File: config.mk
export PLATFORM = sky130hd
export DESIGN_NAME = inst_fetch_queue
export DESIGN_NICKNAME = d
export VERILOG_FILES = /design/src/rtl/inst_fetch_queue.sv
export SDC_FILE = /design/constraint.sdc
export NUM_CORES = 1
export LEC_CHECK = 0
export BUFFER_PORTS_ARGS = -buffer_cell sky130_fd_sc_hd__buf_4
export CAP_MARGIN = 20
export CORE_ASPECT_RATIO = 0.5
export CORE_UTILIZATION = 30
export DETAILED_ROUTE_END_ITERATION = 7
export PLACE_DENSITY = 0.55
export SLEW_MARGIN = 20
export SYNTH_ARGS = -nofsm -noshare
export SYNTH_HDL_FRONTEND = slang
export SYNTH_SLANG_ARGS = --single-unit
File: constraint.sdc
create_clock -name clk -period 13.2 [get_ports clk]
set_input_delay 0.66 -clock clk [delete_from_list [all_inputs] [get_ports clk]]
set_output_delay 0.66 -clock clk [all_outputs]
set_load 0.01 [all_outputs]
File: src/rtl/inst_fetch_queue.sv
// Circular instruction fetch queue between the PC/fetch stage and decode.
// Flushes empty the queue in one edge; storage itself is never reset.
module inst_fetch_queue #(
  parameter int unsigned DEPTH   = 8,
  parameter int unsigned ECODE_W = 7
) (
  input  logic                 clk,
  input  logic                 rst,
  input  logic                 fetch_valid_i,
  input  logic [31:0]          fetch_pc_i,
  input  logic [31:0]          fetch_inst_i,
  input  logic [5:0]           fetch_is_exception_i,
  input  logic [6*ECODE_W-1:0] fetch_exception_cause_i,
  output logic                 fetch_ready_o,
  input  logic                 branch_flush,
  input  logic                 exception_flush,
  input  logic                 dec_ready_i,
  output logic                 dec_valid_o,
  output logic [31:0]          dec_pc_o,
  output logic [31:0]          dec_inst_o,
  output logic [5:0]           dec_is_exception_o,
  output logic [6*ECODE_W-1:0] dec_exception_cause_o,
  output logic                 stall_o,
  output logic [$clog2(DEPTH):0] count_o
);

  localparam int unsigned PW = $clog2(DEPTH);
  localparam int unsigned CW = PW + 1;
  localparam logic [CW-1:0] FullCount  = CW'(DEPTH);
  localparam logic [CW-1:0] StallCount = CW'(DEPTH - 2);
  localparam logic [31:0]   NopInst    = 32'h0340_0000;

  logic [31:0]          pc_mem    [DEPTH];
  logic [31:0]          inst_mem  [DEPTH];
  logic [5:0]           exc_mem   [DEPTH];
  logic [6*ECODE_W-1:0] cause_mem [DEPTH];

  logic [PW-1:0] wr_ptr_q, wr_ptr_d;
  logic [PW-1:0] rd_ptr_q, rd_ptr_d;
  logic [CW-1:0] count_q, count_d;

  logic flush;
  logic wr_en;
  logic rd_en;
  logic [31:0] inst_in;

  assign flush         = branch_flush | exception_flush;
  assign fetch_ready_o = (count_q != FullCount);
  assign dec_valid_o   = (count_q != '0) & ~flush;
  assign stall_o       = (count_q >= StallCount);
  assign count_o       = count_q;

  // Full refuses a write even when decode drains in the same cycle.
  assign wr_en = fetch_valid_i & fetch_ready_o & ~flush;
  assign rd_en = dec_valid_o & dec_ready_i;

  // Faulting fetches carry a nop so decode never acts on a bogus word.
  assign inst_in = (|fetch_is_exception_i) ? NopInst : fetch_inst_i;

  assign dec_pc_o              = pc_mem[rd_ptr_q];
  assign dec_inst_o            = inst_mem[rd_ptr_q];
  assign dec_is_exception_o    = exc_mem[rd_ptr_q];
  assign dec_exception_cause_o = cause_mem[rd_ptr_q];

  always_comb begin
    wr_ptr_d = wr_ptr_q;
    rd_ptr_d = rd_ptr_q;
    count_d  = count_q;
    if (flush) begin
      wr_ptr_d = '0;
      rd_ptr_d = '0;
      count_d  = '0;
    end else begin
      if (wr_en) wr_ptr_d = wr_ptr_q + PW'(1);
      if (rd_en) rd_ptr_d = rd_ptr_q + PW'(1);
      unique case ({wr_en, rd_en})
        2'b10:   count_d = count_q + CW'(1);
        2'b01:   count_d = count_q - CW'(1);
        default: count_d = count_q;
      endcase
    end
  end

  always_ff @(posedge clk or negedge rst) begin
    if (!rst) begin
      wr_ptr_q <= '0;
      rd_ptr_q <= '0;
      count_q  <= '0;
    end else begin
      wr_ptr_q <= wr_ptr_d;
      rd_ptr_q <= rd_ptr_d;
      count_q  <= count_d;
    end
  end

  always_ff @(posedge clk) begin
    if (wr_en) begin
      pc_mem[wr_ptr_q]    <= fetch_pc_i;
      inst_mem[wr_ptr_q]  <= inst_in;
      exc_mem[wr_ptr_q]   <= fetch_is_exception_i;
      cause_mem[wr_ptr_q] <= fetch_exception_cause_i;
    end
  end

endmodule

==> results.toml, run 1 <==
[logic_synthesis]
yosys.area.top_type = "edfxtp_1"
syn_area_per_cell_um2 = 24.6
synth_nets = 1538
ys_seq_area_frac = 0.780
synth.top_cell.area_share = 0.773
synth_edf_count = 896
synth_cells = 1415
synthFlopType = "edfxtp_1"
async_flop_share = 0.0110
ys_warn_count = 0
ys_seq_elements = 906
synthTopCellsByArea = "edfxtp_1, mux4_2, mux2_4, mux2_2, dfrtp_1"
mappedNetlistArea_um2 = 34800
synth.distinct_cells = 42

[clocking]
cts.clk_slew.worst_paths_ns = 0.06
post_cts_resized = 0
hold_buffers = 1
clock-sinks = 906
tritoncts.num_buffers = 89
clock_path_buffers = 3
worstSkewPairLatency_ns = 0.63
cts_setup_buffers = 0
cts_root_buffer = "clkbuf_16"
cts_tree = "built"
htree_levels = 3

[flow_run]
max-cap-violations = 0

[cells_and_area]
final_area_um2 = 41000
layout_common_cells = "edfxtp_1, buf_4, mux4_2"
area_growth_pct = 17.9
fin_nets = 1827
layout_commonest_cell = "edfxtp_1"
fill_cells = 10500
drive_gt1_frac = 0.414
seq_area_um2 = 27200
multi_input_area_um2 = 7220

[floorplan]
core_area_um2 = 114000
die_w_um = 484
die_h_um = 243
rows = 87
num_io_pins = 237
initial_utilization = 0.306
die-area_um2 = 117000

[pwr]
p_int_uw = 4600
ir_worst_vdd_v = 0.0000855
clkPwrFrac = 0.412
swShare = 0.199
power_density_nw_per_um2 = 140
pwr-share-comb = 0.035
p_switching_uw = 1140
seq_power_share = 0.553
leakagePower_uw = 0.0129

[timing]
finalWorstSetupSlack_ns = 8.19
rsz0062_at_grt = "false"
layout_min_cycle_time_ns = 5.01
setup_violations = 0
finalHoldWorstSlack_ns = 0.255
final_max_slew_viol_count = 0
fin_crit_sh = 0.380
slew_headroom = 0.248
worstMarginPinSlew_ns = 1.13
hold_violations = 0
timing.fmax_mhz = 200
fin_skew_ns = 0.0220
tns_ns = 0

[global_route]
grt_pass1_vias = 16300
antenna_found_initial = 5
grt_pass1_wl_mm = 108
grt_remaining_overflow = 0
grt_max_degree = 107
grtUsageTotal = 0.124

[worst_setup_path]
path_cells = "buf_4, buf_4, mux4_2, mux2_2, buf_4"
crit_family = "buffers and inverters"
path_class = "reg -> out"
critPathRequiredTime_ns = 12.54
path_max_fanout = 48
critPathCaptureType = "output pin"
critPathLaunchType = "flip-flop"
crit_path_frequent_cell = "buf_4"
cp_slowest_stage_delay_ns = 0.86
crit_buf_inv = 3
cp.arrival_ns = 4.35
slowest_stage = "buf_4"

[routing]
vias = 15200
wl_mm = 73.6
postRouteAntennaNets = 0
viasPerCell = 4.61
drc = 0
drt-pass1-iter-count = 4
drt_iter0_markers = 947
wl_per_cell_um = 22.3

[run_status]
outcome = "complete, no violations"

[placement]
dp.final_hpwl_mm = 39.5
dpl_cell_area_um2 = 38300
io_buffers = 236
place_congestion = 0.728
place_ws_ns = 8.69

[hold_path]
hold_class = "in -> reg"
cells by family after synthesis:
family                   count (synthesis)  share of synthesized area
flip-flops                             906                      0.780
multiplexers                           338                      0.187
AND/OR/NAND/NOR                         77                     0.0123
buffers and inverters                   71                     0.0140
AO/OA/AOI/OAI                           12                    0.00252
XOR/XNOR                                 6                    0.00151
adder cells (fa/ha/maj)                  5                    0.00201
per-layer routing:
metal / up-vias / GRT usage / routed length, um
li1: 6617 / - / -
met1: 8268 / 0.155 / 31400
met2: 188 / 0.221 / 38700
met3: 100 / 0.0181 / 1980
met4: 4 / 0.0360 / 1470
met5: - / 0 / 27
per-stage QoR:
stage	total power, uW	instances	utilization
CTS	5810	3290	0.360
global route	5920	3293	0.360
floorplan	3350	1415	-
detailed placement	3450	3125	0.337
finish	5740	3293	0.360
global placement	3440	3124	0.336
flip-flops by register name, indices dropped and copies added (netlist names):
name       cells
cause_mem    336
count_o        4
exc_mem       48
inst_mem     256
pc_mem       256
rd_ptr_q       3
wr_ptr_q       3
worst register-to-register path, stage by stage, from the launching register on:
cell and delay (ns):
dfrtp_1 0.50, or4b_1 0.33, nand2_1 0.14, or3_1 0.48, nor2_4 0.62, buf_4 0.85
cells in the mapped netlist (all sizes together), types with 2 or more instances:
library cell	n
a21oi	3
and2	29
buf	52
clkbuf	19
dfrtp	10
edfxtp	896
ha	4
mux2	112
mux2i	2
mux4	224
nand2	6
nand2b	5
nand3	4
nand3b	2
nor2	18
nor3	5
o21ai	2
or3	2
xnor2	2
xor2	4
layout make-up:
class	count	share of cell area
flip-flops and latches	906	0.662
diodes	3	0.000183
multi-input cells	438	0.176
well taps	1513	0.0461
repair buffers	269	0.0499
clock inverters	54	0.00805
clock buffers	110	0.0575
power groups by stage:
stage	registers (uW)	logic, uW	clock network (uW)
finish	3180	204	2360
floorplan	3240	109	0
detailed placement	3240	209	0
global route	3180	220	2530
CTS	3180	210	2430
global placement	3240	207	0
worst paths after layout:
path	startpoint	to	slack [ns]	cells after the start
setup / recovery	rd_ptr_q[0]$_DFFE_PN0P_	dec_pc_o[12]	8.19	5
hold / removal	fetch_pc_i[13]	pc_mem[0][13]$_DFFE_PP_	0.25	1
setup reg to reg	count_o[3]$_DFFE_PN0P_	cause_mem[6][38]$_DFFE_PP_	9.82	5
hold reg to reg	wr_ptr_q[0]$_DFFE_PN0P_	wr_ptr_q[0]$_DFFE_PN0P_	0.64	2
max in group asynchronous	rst	rd_ptr_q[2]$_DFFE_PN0P_	12.63	2
min in group asynchronous	rst	count_o[0]$_DFFE_PN0P_	0.40	2
(Power assumes the default switching activity.)
==> run 2, diff against run 1 <==
--- a/config.mk
+++ b/config.mk
@@ -10,7 +10,7 @@
 export CORE_ASPECT_RATIO = 0.5
 export CORE_UTILIZATION = 30
 export DETAILED_ROUTE_END_ITERATION = 7
-export PLACE_DENSITY = 0.55
+export PLACE_DENSITY = 0.57
 export SLEW_MARGIN = 20
 export SYNTH_ARGS = -nofsm -noshare
 export SYNTH_HDL_FRONTEND = slang
==> constraint.sdc (replaced) <==
create_clock -name clk -period 4.4 [get_ports clk]
set_input_delay 0.22 -clock clk [delete_from_list [all_inputs] [get_ports clk]]
set_output_delay 0.22 -clock clk [all_outputs]
set_load 0.01 [all_outputs]
==> run 2 against run 1 <==
Compared with the run above:
- die area unchanged
- cell area increased by 2.9%
- combinational power increased to 3.4 times the previous value
- critical endpoint is now count_o[3]$_DFFE_PN0P_
- largest power group unchanged
==> results.toml, run 2 (synthesized netlist as in run 1, its figures left out) <==
[run_status]
outcome = "complete, no violations"

[timing]
worstMarginPinSlew_ns = 0.978
fin_crit_sh = 0.911
hold_violations = 0
setup_violations = 0
fin_skew_ns = 0.0195
timing.fmax_mhz = 250
final_max_slew_viol_count = 0
slew_headroom = 0.348
rsz0062_at_grt = "false"
layout_min_cycle_time_ns = 4.01
tns_ns = 0

[clocking]
cts_tree = "built"
post_cts_resized = 0
clock_path_buffers = 3
worstSkewPairLatency_ns = 0.64
tritoncts.num_buffers = 90
cts_root_buffer = "clkbuf_16"
htree_levels = 3
cts.clk_slew.worst_paths_ns = 0.06
clock-sinks = 906

[cells_and_area]
drive_gt1_frac = 0.397
top_register = "cause_mem"
fill_cells = 10300
largest_reg_flops = 336
fin_nets = 1923
fin_util = 0.371
seq_area_um2 = 27200
finalNonFillerCells = 3380
area_growth_pct = 21.3
layout_commonest_cell = "edfxtp_1"
layout_common_cells = "edfxtp_1, buf_4, mux4_2"
top_regs = "cause_mem: 336 flops, inst_mem: 256 flops, pc_mem: 256 flops"
final_area_um2 = 42200
multi_input_area_um2 = 7240

[flow_run]
max-cap-violations = 0

[routing]
vias = 15500
drt_iter0_markers = 781
drc = 0
drt-pass1-iter-count = 5
wl_per_cell_um = 21.7
postRouteAntennaNets = 0
viasPerCell = 4.57
wl_mm = 73.5

[placement]
io_buffers = 236
dp.final_hpwl_mm = 39.9
post-place-cells = 3130
dpl_cell_area_um2 = 38600
place_congestion = 0.738

[pwr]
pwr-share-comb = 0.040
p_switching_uw = 3450
leakagePower_uw = 0.0133
ir_worst_vdd_v = 0.000258
swShare = 0.198
power_density_nw_per_um2 = 411
p_int_uw = 13900
clkPwrFrac = 0.412
seq_power_share = 0.548
power_uw = 17400

[floorplan]
die-area_um2 = 117000
initial_utilization = 0.306
rows = 87
die_h_um = 243
num_io_pins = 237
die_w_um = 484
core_area_um2 = 114000

[worst_setup_path]
path_max_fanout = 12
crit_family = "simple AND/OR/NAND/NOR gates"
path_class = "reg -> reg"
timing.rr.start = "count_o[3]$_DFFE_PN0P_"
path_cells = "or4b_1, nand2_1, nor3b_1, ha_1, a21oi_1, nand2_1, o311ai_0, dlygate4sd3_1, nor3_1, dlygate4sd3_1"
critPathCaptureType = "flip-flop"
critPathRequiredTime_ns = 4.93
slowest_stage = "dlygate4sd3_1"
crit_start = "count_o[3]$_DFFE_PN0P_"
cp_slowest_stage_delay_ns = 0.60
critPathLaunchType = "flip-flop"
crit_buf_inv = 2
cp.arrival_ns = 4.53

[global_route]
grt_max_degree = 100
grt_remaining_overflow = 0
grt_pass1_wl_mm = 110
antenna_found_initial = 3
grtUsageTotal = 0.125
grt_pass1_vias = 16900

[hold_path]
hold_class = "in -> reg"
min-delay-start = "fetch_inst_i[16]"
==> run 2: cell types whose count changed in the layout (fill, tap and decap cells not counted), moves of 3 or more <==
cell	previous run	this run
buf_12	2	18
buf_4	266	255
clkinv_2	17	10
clkinv_8	0	4
dfrtp_1	7	4
dfrtp_2	0	3
dlygate4sd3_1	1	91
==> run 2: final timing paths <==
| check | end | slack [ns] | depth (start not counted) |
|---|---|---|---|
| worst max register to register | count_o[3]$_DFFE_PN0P_ | 0.39 | 10 |
| worst max-delay path | count_o[3]$_DFFE_PN0P_ | 0.39 | 10 |
| worst min register to register | wr_ptr_q[0]$_DFFE_PN0P_ | 0.61 | 2 |
| worst min-delay path | inst_mem[2][16]$_DFFE_PP_ | 0.04 | 2 |
| min in group asynchronous | count_o[3]$_DFFE_PN0P_ | 0.64 | 3 |
| max in group asynchronous | rd_ptr_q[2]$_DFFE_PN0P_ | 3.36 | 3 |
==> run 2: area by class of cell <==
cell class              instances  area share
diodes                          1   0.0000593
clock buffers                 110      0.0561
clock inverters                48     0.00865
multi-input cells             438       0.171
flip-flops and latches        906       0.643
well taps                    1513      0.0448
repair buffers                364      0.0754
==> run 2: worst reg2reg max path, cell delays in order, from the launching register on <==
cell and delay, ns:
dfrtp_1 0.57, or4b_1 0.58, nand2_1 0.18, nor3b_1 0.44
ha_1 0.36, a21oi_1 0.19, nand2_1 0.11, o311ai_0 0.28
dlygate4sd3_1 0.60, nor3_1 0.04, dlygate4sd3_1 0.55
==> run 2: power by group through the flow <==
stage                     clock [uW]  sequential [uW]  combinational [uW]
after floorplan                    0             9700                 330
after global placement             0             9710                 630
after CTS                       7350             9530                 712
final                           7160             9530                 691
after detailed placement           0             9710                 637
after global routing            7670             9530                 745
==> run 2: repair_timing <==
action | 4_1_cts | 5_1_grt
endpoints found under the setup margin | 0 | 0
hold endpoints to repair | 668 | 0
setup buffers | 0 | 0
hold buffers | 91 | 0
==> run 2: per-layer routing <==
metal	GRT usage	routed length, um	vias up
met1	0.154	30500	8330
met2	0.227	39100	227
met3	0.0188	2210	104
met4	0.0358	1590	4
met5	0	23	-
li1	-	-	6795
==> run 2: stage by stage <==
| step | hold WS (ns) | setup WS (ns) |
|---|---|---|
| 6_report | 0.0359 | 0.393 |
| 5_1_grt | 0.0472 | 0.150 |
| 2_1_floorplan | -0.0756 | -0.207 |
| 3_5_place_dp | 0.0601 | 1.49 |
| 3_3_place_gp | 0.0603 | 1.54 |
| 4_1_cts | 0.00547 | 0.452 |
